===== config.mk =====
export PLATFORM = sky130hd
export DESIGN_NAME = pipeline_ctrl
export DESIGN_NICKNAME = d
export VERILOG_FILES = /design/src/rtl/pipeline_ctrl_pkg.sv /design/src/rtl/pipeline_ctrl_stall_perf_counter.sv /design/src/rtl/pipeline_ctrl.sv
export SDC_FILE = /design/constraint.sdc
export NUM_CORES = 1
export LEC_CHECK = 0
export CORE_MARGIN = 2
export CORE_UTILIZATION = 30
export DETAILED_ROUTE_END_ITERATION = 10
export MAX_ROUTING_LAYER = met4
export PLACE_DENSITY = 0.59
export SYNTH_ARGS = -nofsm -noshare
export SYNTH_HDL_FRONTEND = slang
export SYNTH_SLANG_ARGS = --single-unit

===== constraint.sdc =====
create_clock -name clk -period 5.86 [get_ports clk]
set_input_delay 1.758 -clock clk [delete_from_list [all_inputs] [get_ports clk]]
set_output_delay 1.758 -clock clk [all_outputs]
set_load 0.02 [all_outputs]

===== src/rtl/pipeline_ctrl_pkg.sv =====
// Shared encodings for the pipeline stall/flush/trap sequencer.
package pipeline_ctrl_pkg;

  localparam int unsigned WAIT_W = 8;

  localparam logic [1:0] PCSEL_SEQ  = 2'b00;
  localparam logic [1:0] PCSEL_BR   = 2'b01;
  localparam logic [1:0] PCSEL_TRAP = 2'b10;
  localparam logic [1:0] PCSEL_EPC  = 2'b11;

  localparam logic [1:0] CAUSE_NONE = 2'b00;
  localparam logic [1:0] CAUSE_EXC  = 2'b01;
  localparam logic [1:0] CAUSE_IRQ  = 2'b10;
  localparam logic [1:0] CAUSE_BUS  = 2'b11;

  typedef logic [1:0] state_t;
  localparam state_t ST_RUN     = 2'd0;
  localparam state_t ST_FREEZE  = 2'd1;
  localparam state_t ST_BUS_ERR = 2'd2;

endpackage


===== src/rtl/pipeline_ctrl_stall_perf_counter.sv =====
// Saturating performance counter with an increment enable.
module stall_perf_counter #(
  parameter int unsigned W = 16
) (
  input  logic         clk,
  input  logic         reset,
  input  logic         inc,
  output logic [W-1:0] count
);

  always_ff @(posedge clk) begin
    if (reset) begin
      count <= '0;
    end else if (inc && (count != '1)) begin
      count <= count + W'(1);
    end
  end

endmodule


===== src/rtl/pipeline_ctrl.sv =====
// Prioritised stall/flush/trap sequencer: per-stage enables, flushes, PC select,
// EPC capture and kernel-mode tracking.
module pipeline_ctrl
  import pipeline_ctrl_pkg::*;
#(
  parameter int unsigned MEM_TIMEOUT = 64,
  parameter int unsigned STALL_CNT_W = 16
) (
  input  logic                   clk,
  input  logic                   reset,
  input  logic                   load_use_stall,
  input  logic                   branch_taken,
  input  logic                   jump_id,
  input  logic                   exception_ex,
  input  logic                   irq,
  input  logic                   eret_id,
  input  logic                   mem_busy,
  output logic                   pc_we,
  output logic                   if_id_we,
  output logic                   if_id_flush,
  output logic                   id_ex_flush,
  output logic                   ex_mem_we,
  output logic                   ex_mem_flush,
  output logic [1:0]             pc_sel,
  output logic                   epc_we,
  output logic                   epc_src,
  output logic [1:0]             cause,
  output logic                   kernel,
  output logic [STALL_CNT_W-1:0] stall_cnt
);

  localparam logic [WAIT_W-1:0] WAIT_LAST = WAIT_W'(MEM_TIMEOUT - 1);

  state_t            state, state_nxt;
  logic [WAIT_W-1:0] wait_cnt, wait_nxt;
  logic              kernel_nxt;
  logic              irq_pend, irq_pend_nxt;
  logic              irq_take;

  // Priority mux and FSM next-state; reset forces the idle pipeline controls.
  always_comb begin
    pc_we        = 1'b1;
    if_id_we     = 1'b1;
    ex_mem_we    = 1'b1;
    if_id_flush  = 1'b0;
    id_ex_flush  = 1'b0;
    ex_mem_flush = 1'b0;
    pc_sel       = PCSEL_SEQ;
    epc_we       = 1'b0;
    epc_src      = 1'b0;
    cause        = CAUSE_NONE;
    state_nxt    = state;
    wait_nxt     = wait_cnt;
    kernel_nxt   = kernel;
    irq_take     = 1'b0;

    if (reset) begin
      state_nxt = ST_RUN;
      wait_nxt  = '0;
    end else if (state == ST_BUS_ERR) begin
      if_id_flush  = 1'b1;
      id_ex_flush  = 1'b1;
      ex_mem_flush = 1'b1;
      pc_sel       = PCSEL_TRAP;
      epc_we       = 1'b1;
      epc_src      = 1'b0;
      cause        = CAUSE_BUS;
      kernel_nxt   = 1'b1;
      state_nxt    = ST_RUN;
      wait_nxt     = '0;
    end else if ((state == ST_FREEZE) && mem_busy) begin
      pc_we     = 1'b0;
      if_id_we  = 1'b0;
      ex_mem_we = 1'b0;
      if (wait_cnt == WAIT_LAST) begin
        state_nxt = ST_BUS_ERR;
        wait_nxt  = '0;
      end else begin
        wait_nxt = wait_cnt + WAIT_W'(1);
      end
    end else begin
      // RUN, or FREEZE releasing this cycle: RUN priorities apply immediately.
      state_nxt = ST_RUN;
      wait_nxt  = '0;
      if (mem_busy) begin
        pc_we     = 1'b0;
        if_id_we  = 1'b0;
        ex_mem_we = 1'b0;
        state_nxt = ST_FREEZE;
        wait_nxt  = WAIT_W'(1);
      end else if (exception_ex) begin
        if_id_flush  = 1'b1;
        id_ex_flush  = 1'b1;
        ex_mem_flush = 1'b1;
        pc_sel       = PCSEL_TRAP;
        epc_we       = 1'b1;
        epc_src      = 1'b0;
        cause        = CAUSE_EXC;
        kernel_nxt   = 1'b1;
      end else if (irq_pend && !kernel && !branch_taken && !jump_id) begin
        if_id_flush = 1'b1;
        id_ex_flush = 1'b1;
        pc_sel      = PCSEL_TRAP;
        epc_we      = 1'b1;
        epc_src     = 1'b1;
        cause       = CAUSE_IRQ;
        kernel_nxt  = 1'b1;
        irq_take    = 1'b1;
      end else if (branch_taken) begin
        if_id_flush = 1'b1;
        id_ex_flush = 1'b1;
        pc_sel      = PCSEL_BR;
      end else if (eret_id && kernel) begin
        if_id_flush = 1'b1;
        pc_sel      = PCSEL_EPC;
        kernel_nxt  = 1'b0;
      end else if (jump_id) begin
        if_id_flush = 1'b1;
        pc_sel      = PCSEL_BR;
      end else if (load_use_stall) begin
        pc_we       = 1'b0;
        if_id_we    = 1'b0;
        id_ex_flush = 1'b1;
      end
    end
  end

  // A pending irq survives kernel-mode periods and is only dropped once taken.
  assign irq_pend_nxt = irq_take ? 1'b0 : (irq_pend | (irq & ~kernel));

  always_ff @(posedge clk) begin
    if (reset) begin
      state    <= ST_RUN;
      wait_cnt <= '0;
      kernel   <= 1'b0;
      irq_pend <= 1'b0;
    end else begin
      state    <= state_nxt;
      wait_cnt <= wait_nxt;
      kernel   <= kernel_nxt;
      irq_pend <= irq_pend_nxt;
    end
  end

  stall_perf_counter #(
    .W (STALL_CNT_W)
  ) u_stall_cnt (
    .clk   (clk),
    .reset (reset),
    .inc   (~pc_we),
    .count (stall_cnt)
  );

endmodule

== Yosys cells after proc, flatten, opt, wreduce, memory -nomap -nowiden ==
Cells that the tools add are included.

* Add/subtract/negate cells: 2
* Eq/ne operators: 8
* Mux-type cells: 77
* Bitwise logic cells: 4
* Reductions and logical operators: 13

{| class="wikitable"
|+ Operators with widths
! kind !! number
|-
| two-way mux 1 bit || 59
|-
| two-way mux 2 bit || 16
|-
| adder 16 x 1 -> 16 bit (second input constant) || 1
|-
| two-way mux 8 bit || 2
|-
| != test 16 bit (second input constant) || 1
|-
| adder 8 x 1 -> 8 bit (second input constant) || 1
|-
| == test 8 x 6 -> 1 bit (second input constant) || 1
|-
| logical AND 1 bit || 6
|-
| != test 2 x 1 -> 1 bit (second input constant) || 2
|-
| != test 4 x 1 -> 1 bit (second input constant) || 1
|-
| AND reduction 4 bit || 1
|-
| nonzero test 4 bit || 1
|-
| OR reduction 2 bit || 2
|-
| logical NOT 1 bit || 3
|-
| == test 2 x 1 -> 1 bit (second input constant) || 1
|-
| == test 2 bit (second input constant) || 1
|-
| != test 2 bit (second input constant) || 1
|-
| inverter 1 bit || 2
|-
| AND 1 bit || 1
|-
| bitwise OR 1 bit || 1
|}

* Register bits after elaboration: 28
* Input bits: 9
* Output and inout bits: 29
* Logic and storage cells: 109

== Logic depth before layout (Yosys ltp) ==
* Word-level depth: 12
* Gate-level depth with buffers: 7

== Modules after synthesis ==
A second synthesis with hierarchy kept.

* Cell total of the unflattened synthesis: 182
* Area, all modules: 1527.7 µm²

{| class="wikitable"
|+ Modules (own cells, without submodules)
! module !! instances !! cells an instance !! area an instance (µm²) !! seq. area each (µm²)
|-
| stall_perf_counter || 1 || 99 || 848.3 || 320.3
|-
| pipeline_ctrl || 1 || 83 || 679.4 || 240.2
|}

== Worst setup path before layout ==
OpenSTA, ideal clock, no wires.

* Path type: input port to output port
* Start: input port branch_taken
* End: output port cause[1]
* Arrival time: 2870 ps
* Setup slack: 1232 ps
* Cell stages on the path: 3
* Buffers on the path: 0
* Cell sequence: or3_1 or3_1 a21oi_1

* Cells in the longest elaborated chain, start to end: 9

{| class="wikitable"
|+ Ends and longest elaborated chain
! element !! line !! RTL
|-
| start: declaration || pipeline_ctrl.sv:12 || <nowiki>input logic branch_taken,</nowiki>
|-
| logical NOT 1 bit || pipeline_ctrl.sv:100 || <nowiki>end else if (irq_pend && !kernel && !branch_taken && !jump_id) begin</nowiki>
|-
| logical AND 1 bit (2 in a row) || pipeline_ctrl.sv:100 ||
|-
| two-way mux 2 bit || pipeline_ctrl.sv:100 ||
|-
| two-way mux 2 bit || pipeline_ctrl.sv:91 || <nowiki>end else if (exception_ex) begin</nowiki>
|-
| two-way mux 2 bit || pipeline_ctrl.sv:85 || <nowiki>if (mem_busy) begin</nowiki>
|-
| two-way mux 2 bit || pipeline_ctrl.sv:71 || <nowiki>end else if ((state == ST_FREEZE) && mem_busy) begin</nowiki>
|-
| two-way mux 2 bit || pipeline_ctrl.sv:60 || <nowiki>end else if (state == ST_BUS_ERR) begin</nowiki>
|-
| two-way mux 2 bit || pipeline_ctrl.sv:57 || <nowiki>if (reset) begin</nowiki>
|-
| end: declaration || pipeline_ctrl.sv:27 || <nowiki>output logic [1:0] cause,</nowiki>
|}

Every way passes these cells.

== Worst setup path in the final report ==
Same ends and word-level chain as after synthesis.

==> results.md <==
* Number of nets with antenna violations after routing at 0
* Floorplan die width at 74.0 µm
* Crit-path max FO at 4
* Floorplan row count at 25
* Top-level I/O count at 38
* Final wirelength at 3.22 mm
* Antenna violations before repair at 0
* Number of design-rule violations left by the first detailed-router iteration at 48
* Multi-input logic area at 857 µm²
* Top flip-flop cell by instance count after synthesis: sky130_fd_sc_hd__dfxtp_1
* Routed via count at 1305
* Length of routed met3 wiring at 111 µm
* Slew at the pin closest to its max-slew limit at 738 ps
* Number of enable flip-flop cells after synthesis at 0
* Core area at 0.00472 mm²
* Static power due to leakage at 0.663 nW
* Syn Inst Count at 175
* Wire length on met1 at 1.66 mm
* Startpoint kind of the worst setup timing path: input port
* Sequence of cells on the critical path: clkdlybuf4s50_1 -> or3_1 -> or3_1 -> a21oi_1 -> clkdlybuf4s50_1
* Total CTS buffers at 3
* Layout Area Growth over Synthesis at 33.1%
* Power density of the placed cells at 185 mW/mm²
* CP Data Required Time at 4100 ps
* Final critical delay including setup and external delays at 5580 ps
* Largest net degree at the start of global routing at 20
* Metal2 WL at 1.42 mm
* Mapped Avg Cell Area at 8.40 µm²
* Hold Path Class: reg2reg
* Proportion of synthesized flip-flops having asynchronous set or reset at 0%
* Initial Utilization at 31.1%
* IO buf count at 37
* Worst setup EP type: output port
* CP Class: in2out
* Last weighted congestion value of the routability-driven placer at 0.799
* Max-slew headroom at 50.3%
* Total global routing track utilization at 12.5%
* Filler cells at 502
* Netlist area before placement at 0.00147 mm²
* Arrival time worst endpoint at 3820 ps
* Synthesized flop and latch total at 28
* Clock network latency to the later pin of the worst-skew pair at 270 ps
* Synth warn at 0
* Die height at 74.0 µm
* Fin Setup TNS at 0 ps
* Final slew viol count at 0
* Unrepaired setup endpoints after global routing: false
* Count of nets after finishing at 223
* Cell variety after synth at 35
* Final hold violations at 0
* Detail Placement HPWL at 2.40 mm
* Level count of the clock H-tree at 1
* Footprint of the flip-flops and latches at 561 µm²
* Per-cell via count in the routed design at 4.69
* Maximum clock insertion buffer count at 2
* Worst path slowest cell: sky130_fd_sc_hd__clkdlybuf4s50_1
* WHS at 487 ps
* Final worst clock skew at 2.58 ps
* Top routing layer used: met4
* Delay of the slowest cell on the worst path at 620 ps
* Fraction of the yosys area taken by sequential cells at 38.1%
* Wire length of the first global-routing pass at 5.25 mm
* Setup violators final at 0
* Clock-pin slew on the worst setup and hold paths at 90 ps
* Clock tree from TritonCTS: yes
* Post-Synthesis Net Count at 186
* Final period util at 95.2%
* DRC errors left at 0
* Vias in the first global route at 1158
* Maximum clock frequency at 179 MHz
* Cts repair resizes at 0
* Clk Tree Root Cell: sky130_fd_sc_hd__clkbuf_8
* Setup repair bufs after CTS at 0
* Pre-antenna DRT Iters at 4
* Hold-fix buffers at CTS at 0
* Wire length per cell at 11.6 µm
* Clk sinks at 28
* Ratio of cells with drive above 1 in the final layout at 5.69%
* Overflow after GRT at 0
* Antenna cells at 0
* Max rail drop VDD at 0.0000736 V
* Max_cap viols at 0
* Floorplan die area at 0.00548 mm²
* Status: complete, no violations
[layer usage]
metal  vias to the layer above  track usage, %
met2                        28            18.8
met3                         2            1.49
li1                        688               -
met1                       587            17.1
met5                         -               -
met4                         0            4.85
[critical path: cells and delay by family]
family / cells / cell delay (ps)
buffers and inverters: 2 / 1110
and+or+nand+nor: 2 / 790
AOI/OAI and AO/OA: 1 / 150
[area by class of cell]
| type | instances | area share (%) |
|---|---|---|
| timing repair buffer | 38 | 19.3 |
| tap | 67 | 4.28 |
| sequential | 28 | 28.6 |
| multi-input combinational | 135 | 43.8 |
| inverter | 6 | 1.15 |
| clock buffer | 4 | 2.81 |
[layout by cell type, fill, tap and decap left out, drive strengths merged, types with 2 or more instances in the layout]
master / count
a21oi: 10
nand2: 10
o21ai: 3
and2: 3
mux2i: 5
dfxtp: 28
clkdlybuf4s50: 37
xnor2: 9
nor2: 25
nand3: 10
ha: 2
inv: 6
nand3b: 2
xor2: 3
nor4: 9
clkbuf: 4
and3: 3
nor2b: 4
or3: 5
nor3: 2
nand4: 8
nand2b: 10
o21a: 2
[cells in the mapped netlist (2+ instances only)]
| cell type | instances | area share (%) |
|---|---|---|
| sky130_fd_sc_hd__and3_1 | 3 | 1.3 |
| sky130_fd_sc_hd__o21a_1 | 2 | 1.0 |
| sky130_fd_sc_hd__xor2_1 | 3 | 1.8 |
| sky130_fd_sc_hd__buf_4 | 2 | 1.0 |
| sky130_fd_sc_hd__nand4_1 | 8 | 3.4 |
| sky130_fd_sc_hd__nand3_1 | 10 | 3.4 |
| sky130_fd_sc_hd__nand2_1 | 10 | 2.6 |
| sky130_fd_sc_hd__nor4_1 | 9 | 3.8 |
| sky130_fd_sc_hd__mux2i_1 | 5 | 3.4 |
| sky130_fd_sc_hd__clkbuf_1 | 4 | 1.0 |
| sky130_fd_sc_hd__a21oi_1 | 10 | 3.4 |
| sky130_fd_sc_hd__dfxtp_1 | 28 | 38 |
| sky130_fd_sc_hd__nand3b_1 | 2 | 1.0 |
| sky130_fd_sc_hd__and2_1 | 3 | 1.3 |
| sky130_fd_sc_hd__nand2b_1 | 10 | 4.3 |
| sky130_fd_sc_hd__or3_1 | 4 | 1.7 |
| sky130_fd_sc_hd__nor2b_1 | 4 | 1.7 |
| sky130_fd_sc_hd__o21ai_0 | 3 | 1.0 |
| sky130_fd_sc_hd__xnor2_1 | 9 | 5.4 |
| sky130_fd_sc_hd__ha_1 | 2 | 1.7 |
| sky130_fd_sc_hd__inv_1 | 6 | 1.5 |
| sky130_fd_sc_hd__nor2_1 | 25 | 6.4 |
[cell families after synthesis]
kind of cell / Yosys count / share of synthesized area, %
simple gates: 94 / 34.6
flops: 28 / 38.1
compound gates: 21 / 10.6
xor+xnor: 12 / 7.15
buf+inv: 12 / 3.57
mux: 6 / 4.17
fa+ha+maj: 2 / 1.70
[state kept, by name, indices dropped and copies added (netlist names)]
name and flops:
state 2, irq_pend 1, wait_cnt 8, u_stall_cnt.count 16
kernel 1
[power by group]
group	internal, mW	switching (mW)	leakage (nW)	total [mW]
Clock	0.0601	0.0588	0.0288	0.119
Sequential	0.193	0.00314	0.227	0.196
Combinational	0.0217	0.0249	0.408	0.0466
Total	0.275	0.0869	0.663	0.362
[stage by stage]
stage / worst slack [ps] / total power, mW / cell area [µm²] / utilization [%] / cells
floorplan: 1230 / 0.227 / 1470 / - / 175
global placement: 307 / 0.247 / 1900 / 40.3 / 274
detailed placement: 297 / 0.247 / 1900 / 40.3 / 274
CTS: 277 / 0.368 / 1960 / 41.4 / 278
global route: 180 / 0.379 / 1960 / 41.4 / 278
finish: 281 / 0.362 / 1960 / 41.4 / 278
[path summary, 6_finish.rpt]
kind | cells past startpoint | startpoint | slack (ps) | to
worst max-delay path | 5 | branch_taken | 280 | cause[1]
worst min-delay path | 1 | wait_cnt[7] | 490 | state[1]
worst max register to register | 5 | u_stall_cnt.count[11] | 3660 | u_stall_cnt.count[7]
worst min register to register | 1 | wait_cnt[7] | 490 | state[1]
Note: power is estimated with default switching activity, not from simulation.
